File: src/rtl/ram_arbiter.sv
// ram_arbiter
//
// Shares the single program/data RAM between the CPU datapath and the
// front-panel/serial programming port. Each access takes three cycles:
// an IDLE cycle in which one request is picked, a GNT cycle that drives the
// RAM, and an ACK cycle that returns read data and pulses the master's ack.
//
// Ports
//   clk, rst                     clock, synchronous active-high reset
//   cpu_req/we/addr/wdata        CPU access request and command
//   cpu_ack, cpu_rdata           CPU completion pulse and read data
//   prg_req/we/addr/wdata        programming-port request and command
//   prg_ack, prg_rdata           programming-port completion and read data
//   ram_addr, ram_we, ram_wdata  RAM control (this block is the only driver)
//   ram_rdata                    synchronous RAM read data
//   busy                         high whenever the arbiter is not in IDLE
//
// Build option
//   ARB_ROUND_ROBIN_EN  defined: ties go to the master not served last.
//                       undefined: the programming port always wins ties.

module ram_arbiter #(
    parameter int AW = 4,
    parameter int DW = 8
) (
    input  logic          clk,
    input  logic          rst,
    input  logic          cpu_req,
    input  logic          cpu_we,
    input  logic [AW-1:0] cpu_addr,
    input  logic [DW-1:0] cpu_wdata,
    output logic          cpu_ack,
    output logic [DW-1:0] cpu_rdata,
    input  logic          prg_req,
    input  logic          prg_we,
    input  logic [AW-1:0] prg_addr,
    input  logic [DW-1:0] prg_wdata,
    output logic          prg_ack,
    output logic [DW-1:0] prg_rdata,
    output logic [AW-1:0] ram_addr,
    output logic          ram_we,
    output logic [DW-1:0] ram_wdata,
    input  logic [DW-1:0] ram_rdata,
    output logic          busy
);

    localparam logic [2:0] IDLE    = 3'd0;
    localparam logic [2:0] GNT_CPU = 3'd1;
    localparam logic [2:0] ACK_CPU = 3'd2;
    localparam logic [2:0] GNT_PRG = 3'd3;
    localparam logic [2:0] ACK_PRG = 3'd4;

    logic [2:0]    state;
    logic [2:0]    state_next;
    logic          cmd_we;
    logic [AW-1:0] cmd_addr;
    logic [DW-1:0] cmd_wdata;
    logic          last_prg;
    logic          tie_prg;
    logic          pick_prg;
    logic          any_req;

    // Tie-break rule. In the fixed-priority build last_prg is still kept up
    // to date but cannot change the outcome.
`ifdef ARB_ROUND_ROBIN_EN
    assign tie_prg = ~last_prg;
`else
    assign tie_prg = last_prg | 1'b1;
`endif

    assign any_req  = cpu_req | prg_req;
    assign pick_prg = prg_req & (~cpu_req | tie_prg);

    // Next-state: IDLE picks a winner, GNT always goes to ACK, ACK back to IDLE.
    always_comb begin
        state_next = IDLE;
        case (state)
            IDLE:    state_next = any_req ? (pick_prg ? GNT_PRG : GNT_CPU) : IDLE;
            GNT_CPU: state_next = ACK_CPU;
            GNT_PRG: state_next = ACK_PRG;
            default: state_next = IDLE;
        endcase
    end

    // The winner's command is captured only on the IDLE->GNT edge, so the
    // masters may change their inputs freely during GNT and ACK.
    always_ff @(posedge clk) begin
        if (rst) begin
            state     <= IDLE;
            cmd_we    <= 1'b0;
            cmd_addr  <= '0;
            cmd_wdata <= '0;
            last_prg  <= 1'b1;
        end else begin
            state <= state_next;
            if (state == IDLE && any_req) begin
                cmd_we    <= pick_prg ? prg_we    : cpu_we;
                cmd_addr  <= pick_prg ? prg_addr  : cpu_addr;
                cmd_wdata <= pick_prg ? prg_wdata : cpu_wdata;
                last_prg  <= pick_prg;
            end
        end
    end

    // Address and data always come from the command register; only the
    // strobe and acks depend on state. Gating with rst keeps an abandoned
    // access from writing the RAM or acking its master.
    assign ram_addr  = cmd_addr;
    assign ram_wdata = cmd_wdata;
    assign ram_we    = ~rst & cmd_we & (state == GNT_CPU || state == GNT_PRG);
    assign cpu_ack   = ~rst & (state == ACK_CPU);
    assign prg_ack   = ~rst & (state == ACK_PRG);
    assign cpu_rdata = (cpu_ack & ~cmd_we) ? ram_rdata : '0;
    assign prg_rdata = (prg_ack & ~cmd_we) ? ram_rdata : '0;
    assign busy      = (state != IDLE);

endmodule
File: config.mk
export PLATFORM = sky130hd
export DESIGN_NAME = ram_arbiter
export DESIGN_NICKNAME = d
export VERILOG_FILES = /design/src/rtl/ram_arbiter.sv
export SDC_FILE = /design/constraint.sdc
export NUM_CORES = 1
export LEC_CHECK = 0
export CORE_AREA = 2 2 56 58
export DETAILED_ROUTE_END_ITERATION = 7
export DIE_AREA = 0 0 58 60
export MAX_ROUTING_LAYER = met4
export PLACE_DENSITY = 0.76
export SLEW_MARGIN = 20
export SYNTH_ARGS = -nofsm -noshare
export SYNTH_HDL_FRONTEND = slang
export SYNTH_SLANG_ARGS = --single-unit
File: constraint.sdc
create_clock -name clk -period 1.6 [get_ports clk]
set_input_delay 0.16 -clock clk [delete_from_list [all_inputs] [get_ports clk]]
set_output_delay 0.16 -clock clk [all_outputs]
set_load 0.05 [all_outputs]
After elaboration in Yosys (flattened, before gate mapping)
Cells that the tools add are included.

Bits in registers: 16. Input bits: 38. Output and inout port bits: 32. Logic and storage cells: 29.

Equal/unequal tests: 4. Multiplexer cells: 8. Bitwise operators: 9. Reductions and logical operators: 4.

Operators with widths (count): 2-to-1 mux 8 bit (3); case mux 3 bit (3 select lines) (1); AND 1 bit (6); equality test 3 x 2 -> 1 bit (second input constant) (2); 2-to-1 mux 2 bit (2); 2-to-1 mux 4 bit (1); equality test 3 x 1 -> 1 bit (second input constant) (1); equality test 3 bit (second input constant) (1); zero test 3 bit (1); nonzero test 3 bit (1); inverter 1 bit (2); logical AND 1 bit (1); logical OR 1 bit (1); 2-to-1 mux 1 bit (1); bitwise OR 1 bit (1).

Logic depth before layout (Yosys ltp)
Word-level depth: 4. Depth in mapped cells: 6. Mapped depth without buffers: 3.

Worst setup path before layout
OpenSTA, ideal clock, no wires.

Path kind: reg2out. From: register state[1]. To: output prg_rdata[0]. Arrival: 2104 ps. Required time: 1440 ps. Slack: -664 ps. Cell stages (with the launch flop): 4. Buffers on the path: 0. Cells stage by stage: dfxtp_1 > nor4b_2 > and2b_1 > and2_1.

Longest elaborated chain between the ends: 4.

RTL lines: from (decl) (RTL line 53) `logic [2:0] state;`; from (signal assigned) (RTL line 95) `state <= state_next;`; equality test 3 bit (RTL line 112) `assign prg_ack = ~rst & (state == ACK_PRG);`; AND 1 bit (RTL line 112); named net prg_ack (RTL line 38) `output logic prg_ack,`; AND 1 bit (RTL line 114) `assign prg_rdata = (prg_ack & ~cmd_we) ? ram_rdata : '0;`; 2-to-1 mux 8 bit (RTL line 114); to (decl) (RTL line 39) `output logic [DW-1:0] prg_rdata,`.

The timed path passes the listed nets, and every way through them passes these cells.

Worst setup path after layout
From: register state[1]. To: output prg_rdata[6].

Longest elaborated chain between the ends: 4.

RTL lines (RTL line): equality test 3 bit (112); AND 1 bit (112); AND 1 bit (114); 2-to-1 mux 8 bit (114).

No other way between the ends.

==> metrics <==
starting density of the core 32.8%; switching power total 0.530 mW; Pwr per Cell Area 701 nW/um^2; setup repair after global routing missed its margin yes; global-route wire length before repair 4720 um; Leak 0.857 nW; launching element of the worst setup path state[1]$_SDFF_PP0_; count of warnings emitted by yosys 0; largest net degree at the start of global routing 15; number of antenna violations at the first check in global routing 0; final count of pins violating max slew 0; Worst Path Required 1440 ps; total wirelength of the detailed-routed design 3070 um; hold crit path type input port to flip-flop; Worst-path clk slew 100 ps; placer congestion estimate 0.835; Register-to-Register Path Depth 6; total non-filler cell area in the finished layout 2030 um^2; total track usage 19.0%; post-detailed-placement cell area 1900 um^2; clock tree from TritonCTS done; Top FF cell, synth sky130_fd_sc_hd__dfxtp_1; number of standard cells after synthesis 93; Int Pwr 0.895 mW; violated checks negative setup slack; proportion of power drawn by flip-flops and latches 34.1%; DR WL/cell 14.6 um; final period utilization 103%; Area Growth Syn to Fin 113%; Longest Clk Path Bufs 2; core utilization of the finished layout 70.0%; biggest area contributors in the synthesized netlist sky130_fd_sc_hd__dfxtp_1, sky130_fd_sc_hd__mux2i_1, sky130_fd_sc_hd__a211oi_2, sky130_fd_sc_hd__and2_1, sky130_fd_sc_hd__a21oi_2; number of cell rows 20; non-filler instance count after layout 210; deepest level of the CTS H-tree 1; number of violations reported at the end of detailed-routing iteration 0 7; top-level I/O count 70; number of hold-slack violations in the final timing report 0; # placed instances 198; startpoint of the worst register-to-register path state[1]$_SDFF_PP0_; worst-case headroom to the max-slew limit 82.9%; via count of the first global-routing pass 1020; Worst Path Class, Setup flip-flop to primary output; worst setup margin -40.5 ps; final layout net count 216; crit path capture prg_rdata[6]; remaining routing DRC violations 0; switching power share of the total 37.2%; status finished with violations; transition at the pin with the smallest max-transition slack 257 ps; Critical Path Source Type flip-flop; total half-perimeter wirelength after legalization and detailed placement 2450 um; Chip Width 58 um; Die Span Y 60 um; final count of negative-setup-slack endpoints 8; post-route setup TNS -309 ps; number of diodes added for antenna fixing 0; arrival time at the worst endpoint 1480 ps; # port buffers 69; number of antenna-violating nets in the routed design 0; root buffer cell sky130_fd_sc_hd__clkbuf_4; share of flip-flops with an asynchronous set or reset 0%; number of vias per cell after detailed routing 4.96; worst-case setup slack after placement -111 ps; vias 1041; count of clock tree sinks 16; ratio of cells with drive above 1 in the final layout 55.9%; netlist area before placement 952 um^2; Reg2Reg Setup Slack 330 ps; min Tclk post-route 1640 ps; number of distinct library cell variants in the gate-level netlist after synthesis 22; total power 1.42 mW; Yosys top cell by area sky130_fd_sc_hd__dfxtp_1; final global-route overflow total 0; sequential element share of the synthesized area 33.6%; number of register bits inferred by synthesis 16; max-capacitance violation count 0; number of nets in the synthesized netlist 131; Core Footprint 2900 um^2; clock insertion delay at the later pin of the skew report 290 ps; number of buffers inserted during clock tree synthesis 3; Worst Hold Margin 501 ps; Clk network pwr share 18.9%; full die area 3480 um^2; fraction of post-synthesis cell area in the top cell type by area 33.6%; DR pass1 iterations 4; VDD IR max 570 uV; capturing element type of the critical path primary output; endpoint of the lowest-slack register-to-register path ram_addr[1]$_SDFFE_PP0P_; synthesized area per cell 10.2 um^2; highest clock rate 0.610 GHz; final clock skew 6.21 ps; relative contribution of combinational cells to total power 47.0%; maximum fanout count along the critical path 8; number of enable-type register cells in the synthesized netlist 0
==> kinds of logic after synthesis <==
family	count (synthesis)	synth area share, %
mux	13	13.7
buf+inv	8	5.26
flops	16	33.6
compound gates	27	26.4
simple gates	29	21.0
==> cell type report <==
type,instances,area [um^2]
inverter,1,3.75
sequential,16,327
fill,241,871
tap,33,41.3
timing repair buffer,87,986
clock buffer,4,36.3
multi-input combinational,69,638
==> cell usage after synthesis (2+ instances only) <==
library cell                n
sky130_fd_sc_hd__and2_1    16
sky130_fd_sc_hd__a21oi_2    9
sky130_fd_sc_hd__nor2_1     3
sky130_fd_sc_hd__mux2i_1   13
sky130_fd_sc_hd__a21oi_1    4
sky130_fd_sc_hd__dfxtp_1   16
sky130_fd_sc_hd__and3_1     2
sky130_fd_sc_hd__a211oi_2  10
sky130_fd_sc_hd__a211oi_1   3
sky130_fd_sc_hd__buf_2      4
sky130_fd_sc_hd__buf_6      2
==> critical path, stage by stage, from the launching register on <==
cell and delay, ps:
sky130_fd_sc_hd__dfxtp_4 370, sky130_fd_sc_hd__nor4b_4 280, sky130_fd_sc_hd__and2b_2 250, sky130_fd_sc_hd__and2_4 170
sky130_fd_sc_hd__buf_12 130
==> flip-flops by register name, summed over array words and instances (netlist names) <==
signal     flops
ram_wdata      8
state          3
ram_addr       4
cmd_we         1
==> placed cells by master (no fill, tap or decap), types with 2 or more instances in the layout <==
cell | netlist | final
sky130_fd_sc_hd__a21oi_2 | 9 | 9
sky130_fd_sc_hd__a211oi_2 | 10 | 10
sky130_fd_sc_hd__clkbuf_4 | 0 | 3
sky130_fd_sc_hd__a21oi_1 | 4 | 4
sky130_fd_sc_hd__a211oi_1 | 3 | 3
sky130_fd_sc_hd__nor2_1 | 3 | 2
sky130_fd_sc_hd__buf_12 | 0 | 19
sky130_fd_sc_hd__buf_4 | 0 | 30
sky130_fd_sc_hd__dfxtp_1 | 16 | 13
sky130_fd_sc_hd__and3_1 | 2 | 2
sky130_fd_sc_hd__mux2i_1 | 13 | 13
sky130_fd_sc_hd__clkdlybuf4s50_1 | 0 | 36
sky130_fd_sc_hd__dfxtp_2 | 0 | 2
sky130_fd_sc_hd__and2_4 | 1 | 17
==> worst min path at each step <==
stage                               from                        end  slack, ps  cells past startpoint
6_report                             rst  ram_wdata[3]$_SDFFE_PP0P_        500                      3
3_3_place_gp         state[1]$_SDFF_PP0_        state[1]$_SDFF_PP0_        480                      1
4_1_cts                              rst  ram_wdata[3]$_SDFFE_PP0P_        470                      3
3_5_place_dp   ram_wdata[4]$_SDFFE_PP0P_  ram_wdata[4]$_SDFFE_PP0P_        520                      2
2_1_floorplan                        rst        state[0]$_SDFF_PP0_        230                      1
5_1_grt                              rst  ram_wdata[3]$_SDFFE_PP0P_        520                      3
==> metal layers <==
metal | vias up | GRT usage, % | share of wire (%)
met5 | - | - | 0
met4 | 0 | 9.30 | 1.6
met3 | 4 | 2.60 | 6.4
met2 | 52 | 34.9 | 57
met1 | 482 | 19.9 | 35
li1 | 503 | - | -
==> power by group through the flow <==
| stage | Sequential, mW | Clock, mW | Combinational, mW |
|---|---|---|---|
| floorplan | 0.621 | 0 | 0.244 |
| global placement | 0.495 | 0 | 0.611 |
| detailed placement | 0.495 | 0 | 0.626 |
| CTS | 0.485 | 0.277 | 0.645 |
| global route | 0.492 | 0.301 | 0.705 |
| finish | 0.486 | 0.270 | 0.669 |
==> what timing repair did <==
| item | CTS | global route |
|---|---|---|
| resized for setup | 12 | 4 |
| buffers inserted | 3 | 5 |
| hold buffers | 0 | 0 |
| pin swaps | 2 | 3 |
| setup endpoints to repair | 16 | 17 |
Note: power is estimated with default switching activity, not from simulation.
==> RTL edit 1, RTL diff (config.mk and constraints unchanged) <==
Reset style: asynchronous (`rst`), changed in one clocked block. Comments in the files are not updated.
--- a/src/rtl/ram_arbiter.sv
+++ b/src/rtl/ram_arbiter.sv
@@ -86,3 +86,3 @@
     // masters may change their inputs freely during GNT and ACK.
-    always_ff @(posedge clk) begin
+    always_ff @(posedge clk or posedge rst) begin
         if (rst) begin
Function: differs if rst is asserted again (counterexample within 4 cycles, from zero or initial values and one cycle with rst high); with rst held inactive, the same outputs for 10 cycles.
==> RTL edit 1 against the unedited design <==
  * Routed wire length decreased by 4.4%
  * Sequential cell count unchanged
  * Setup slack got worse by 0.068 ns
  * Synthesized area decreased by 4.5%
  * Design area increased by 4.3%
  * The flow still finishes with violations (setup timing)
  * Count of clock-buffer cells in the layout unchanged
Power is not compared: it rests on default switching activity, and its combinational part moved more than twofold at a synthesized area within 25%.
==> RTL edit 1: results (changes against the unedited design) <==
stage	metric	value	unit	change
synthesis	synth_flop_cell	dfrtp_1		
drt	via_per_inst	4.76		-4.0%
finish	drive_gt1_frac	0.631		+0.0719
global_routing	grt_max_degree	17		+2
pwr	leakage	0.934	nW	
drt	wl_per_cell	15.2	um	+4.0%
synthesis	ys_top_cells_by_area	dfrtp_1, mux2_2, and2_1		
finish	nets	199		-7.9%
place	preCtsSetupSlack	-0.0868	ns	+0.0238 ns
drt	met2WireLength	1480	um	-15%
global_routing	track_usage	0.180		-0.00996
clocking	insertion_delay	0.27	ns	-0.02 ns
place	dpl.hpwl	2360	um	-3.8%
finish	largest_reg_flops	8		unchanged
sta	layout_setup_ws	-0.109	ns	-0.0684 ns
global_routing	first_global_vias	986		-3.3%
sta	slew_headroom	0.766		-0.0632
synthesis	yosysSeqAreaShare	0.440		+0.104
synthesis	async_flop_share	1.00		+1.00
drt	top_layer_used	met4		
worst_hold_path	hold_class	in -> async		
worst_setup_path	cpPeakStageDelay	0.48	ns	+0.11 ns
clocking	cts_root_buffer	clkbuf_4		
run_status	status	finished with violations		
sta	drv_slew	0		unchanged
drt	drtPass1Iterations	4		unchanged
sta	hold_viol_final	0		unchanged
place	place_area	1890	um^2	-0.53%
global_routing	grt_pass1_wl	4530	um	-3.9%
worst_setup_path	critPathArrivalTime	1.55	ns	+0.07 ns
worst_setup_path	cp_slowest_cell	dfrtp_1		
worst_setup_path	critPathMaxFanout	8		unchanged
synthesis	yosys.cell_types.count	16		-27%
synthesis	synth_fp_nets	114		-13%
drt	wl_met1	1120	um	+3.7%
run_status	violations	setup timing		
finish	fill_cells	198		-18%
drt	wl_met3	250	um	+27%
clocking	path_clk_slew	0.09	ns	
sta	timing.setup.tns	-2.72	ns	-2.41 ns
synthesis	synth_common_cells	mux2_2, and2_1, dfrtp_1		
place	globalplace.congestion	0.845		+1.2%
sta	finalSetupViolations	29		+21
sta	fin_skew	0.00269	ns	-0.00353 ns
RTL edit 1: layout make-up:
class	count	area share
sequential	16	0.189
clock buffer	4	0.0171
timing repair buffer	83	0.475
tap	33	0.0195
multi-input combinational	55	0.296
inverter	2	0.00354
RTL edit 1: logic make-up after synthesis:
group	after synthesis	share of synthesized area
AND/OR/NAND/NOR	29	0.208
multiplexers	26	0.322
flip-flops	16	0.440
buffers and inverters	5	0.0303
RTL edit 1: timing repair:
action	CTS	global route
gates cloned	0	1
endpoints found under the setup margin	17	32
buffers inserted	5	0
pin swaps	11	3
resized for setup	27	10
RTL edit 1: worst paths after layout:
check / startpoint / to / slack [ns] / cells after the start
worst max-delay path: state[2] / prg_rdata[2] / -0.11 / 5
worst min-delay path: rst / cmd_we / 0.20 / 4
worst max register to register: state[0] / cmd_we / -0.11 / 5
worst min register to register: ram_addr[0] / ram_addr[0] / 0.52 / 1
max in group asynchronous: rst / state[0] / 1.21 / 4
min in group clk: ram_addr[0] / ram_addr[0] / 0.52 / 1
RTL edit 1: metal layers:
layer  track usage  up-vias
met3        0.0238        8
met4        0.0930        0
met5             -        -
met1         0.181      417
li1              -      430
met2         0.338       63
RTL edit 1: metrics by stage:
step / hold WS, ns / util / power [W] / cells
6_report: 0.205 / 0.730 / 0.00346 / 193
5_1_grt: 0.248 / 0.730 / 0.00361 / 193
4_1_cts: 0.507 / 0.708 / 0.00332 / 192
3_5_place_dp: 0.482 / 0.652 / 0.00274 / 183
3_3_place_gp: 0.465 / 0.652 / 0.00269 / 183
2_1_floorplan: 0.0737 / - / 0.00196 / 76
RTL edit 1: report_power, final:
group          internal (W)  leakage [nW]  switching (W)
registers          0.000610         0.189       0.000155
logic               0.00116         0.724        0.00128
clock network      0.000138        0.0210       0.000113
RTL edit 1: worst max-delay path, delay by kind of cell (launching register included):
family | cells | cell delay (ns)
and+or+nand+nor | 3 | 0.49
buffers and inverters | 2 | 0.32
DFF | 1 | 0.48
==> RTL edit 2, RTL diff (same settings) <==
Made on the original files. Add a define of `ARB_ROUND_ROBIN_EN`.
--- a/src/rtl/ram_arbiter.sv
+++ b/src/rtl/ram_arbiter.sv
@@ -20,2 +20,4 @@
 //                       undefined: the programming port always wins ties.
+
+`define ARB_ROUND_ROBIN_EN
 
Behaviour: not the same (Yosys sat finds a counterexample within 4 cycles, from zero or initial values and one cycle with rst high).
==> RTL edit 2 against the unedited design <==
  * Clock skew fell by 0.0023 ns
  * Sequential cell count grew 1
  * Setup slack better by 0.054 ns
  * Cell count is 9.0% higher
  * Via count is 9.6% higher
  * Design area increased by 1.2%
  * Routed wire length increased by 5.4%
  * Total power rose by 5.0%
  * Synthesized area decreased by 0.53%
  * Maximum frequency grew 3.4%
  * Global-route usage is 0.13 points lower
==> RTL edit 2: results (changes against the unedited design) <==
stage	metric	value	unit	change
drt	drtPass1Iterations	6		+2
finish	nets	235		+8.8%
finish	drive_gt1_frac	0.408		-0.151
finish	fill_cells	209		-13%
global_routing	first_global_vias	1131		+11%
finish	largest_reg_flops	8		unchanged
global_routing	track_usage	0.189		-0.00131
worst_setup_path	critPathArrivalTime	1.43	ns	-0.05 ns
worst_hold_path	hold_class	in -> reg		
synthesis	yosysTopAreaCell	dfxtp_1		
synthesis	ys_top_cells_by_area	dfxtp_1, a222oi_1, inv_1		
synthesis	synth_fp_nets	151		+15%
run_status	status	completed		
worst_hold_path	hold_depth	3		unchanged
drt	first_iter_violations	58		+51
pwr	peakVddDrop	0.640	mV	+12%
worst_setup_path	r2r-start	state[0]		
global_routing	grt_pass1_wl	4840	um	+2.5%
synthesis	yosys.cell_types.count	24		+9.1%
sta	fin_skew	0.00395	ns	-0.00226 ns
worst_setup_path	cp-endpoint	prg_rdata[4]		
worst_setup_path	crit_start	state[2]		
pwr	leakage	0.943	nW	+9.9%
synthesis	synth_common_cells	inv_1, dfxtp_1, and2_1		
global_routing	grt_max_degree	15		unchanged
drt	via_per_inst	4.98		+0.51%
place	place_area	1900	um^2	-0.20%
place	globalplace.congestion	0.848		+1.5%
place	port-buffer-count	69		unchanged
synthesis	yosysSeqAreaShare	0.359		+0.0229
clocking	path_clk_slew	0.09	ns	
worst_setup_path	r2r_cells	4		-2
drt	wirelength	3240	um	+5.4%
worst_setup_path	r2r-end	ram_wdata[0]		
sta	slew_headroom	0.605		-0.224
clocking	cts_root_buffer	clkbuf_4		
place	dpl.hpwl	2550	um	+4.2%
synthesis	yosysMostFrequentCell	inv_1		
worst_setup_path	worst-r2r-setup-slack	0.10	ns	-0.23 ns
==> RTL edit 2: repair_timing <==
| action | CTS | global route |
|---|---|---|
| buffers inserted | 3 | 1 |
| endpoints found under the setup margin | 28 | 29 |
| pin swaps | 7 | 6 |
| resized for setup | 20 | 11 |
==> RTL edit 2: power breakdown <==
| group | total [W] | internal, W | switching, W |
|---|---|---|---|
| registers | 0.000536 | 0.000490 | 0.0000466 |
| clock network | 0.000222 | 0.0000968 | 0.000126 |
| logic | 0.000738 | 0.000330 | 0.000408 |
| total | 0.00150 | 0.000916 | 0.000580 |
==> RTL edit 2: worst min path at each step <==
| stage | slack [ns] | end | from |
|---|---|---|---|
| floorplan | 0.30 | cmd_we | cpu_we |
| global placement | 0.48 | ram_wdata[7] | ram_wdata[7] |
| detailed placement | 0.48 | ram_addr[1] | ram_addr[1] |
| CTS | 0.41 | state[1] | rst |
| global route | 0.42 | state[1] | rst |
| finish | 0.40 | state[1] | rst |
==> RTL edit 2: layout make-up <==
cell class / count / area [um^2] / area share
inverter: 27 / 101 / 0.0493
sequential: 17 / 349 / 0.170
multi-input combinational: 64 / 546 / 0.265
timing repair buffer: 84 / 992 / 0.483
clock buffer: 4 / 26.3 / 0.0128
tap: 33 / 41.3 / 0.0201
==> RTL edit 2: routing by layer <==
| layer | wire, um | track usage | share of wire | up-vias |
|---|---|---|---|---|
| li1 | - | - | - | 549 |
| met1 | 1160 | 0.177 | 0.36 | 509 |
| met2 | 1700 | 0.369 | 0.52 | 73 |
| met3 | 302 | 0.0411 | 0.093 | 10 |
| met4 | 73 | 0.0764 | 0.023 | 0 |
| met5 | 0 | - | 0 | - |
==> RTL edit 2: cell families after synthesis <==
group / count (synthesis) / synth area share
AND/OR/NAND/NOR: 48 / 0.332
buffers and inverters: 32 / 0.148
flip-flops: 17 / 0.359
AO/OA/AOI/OAI: 16 / 0.161
==> RTL edit 2: critical path: cells and delay by family, from the launching register on <==
family | cells | cell delay (ns)
buf+inv | 2 | 0.32
flops | 1 | 0.38
simple gates | 3 | 0.46
==> RTL edit 2: per-stage QoR <==
| step | instances | hold WS, ns | setup WS, ns | setup TNS (ns) | util |
|---|---|---|---|---|---|
| after floorplan | 113 | 0.302 | 0.0285 | 0 | - |
| after global placement | 221 | 0.479 | -0.0753 | -1.14 | 0.654 |
| after detailed placement | 221 | 0.483 | -0.187 | -2.36 | 0.654 |
| after CTS | 228 | 0.409 | -0.00180 | -0.00264 | 0.689 |
| after global routing | 229 | 0.418 | -0.0632 | -0.659 | 0.708 |
| final | 229 | 0.399 | 0.0132 | 0 | 0.708 |
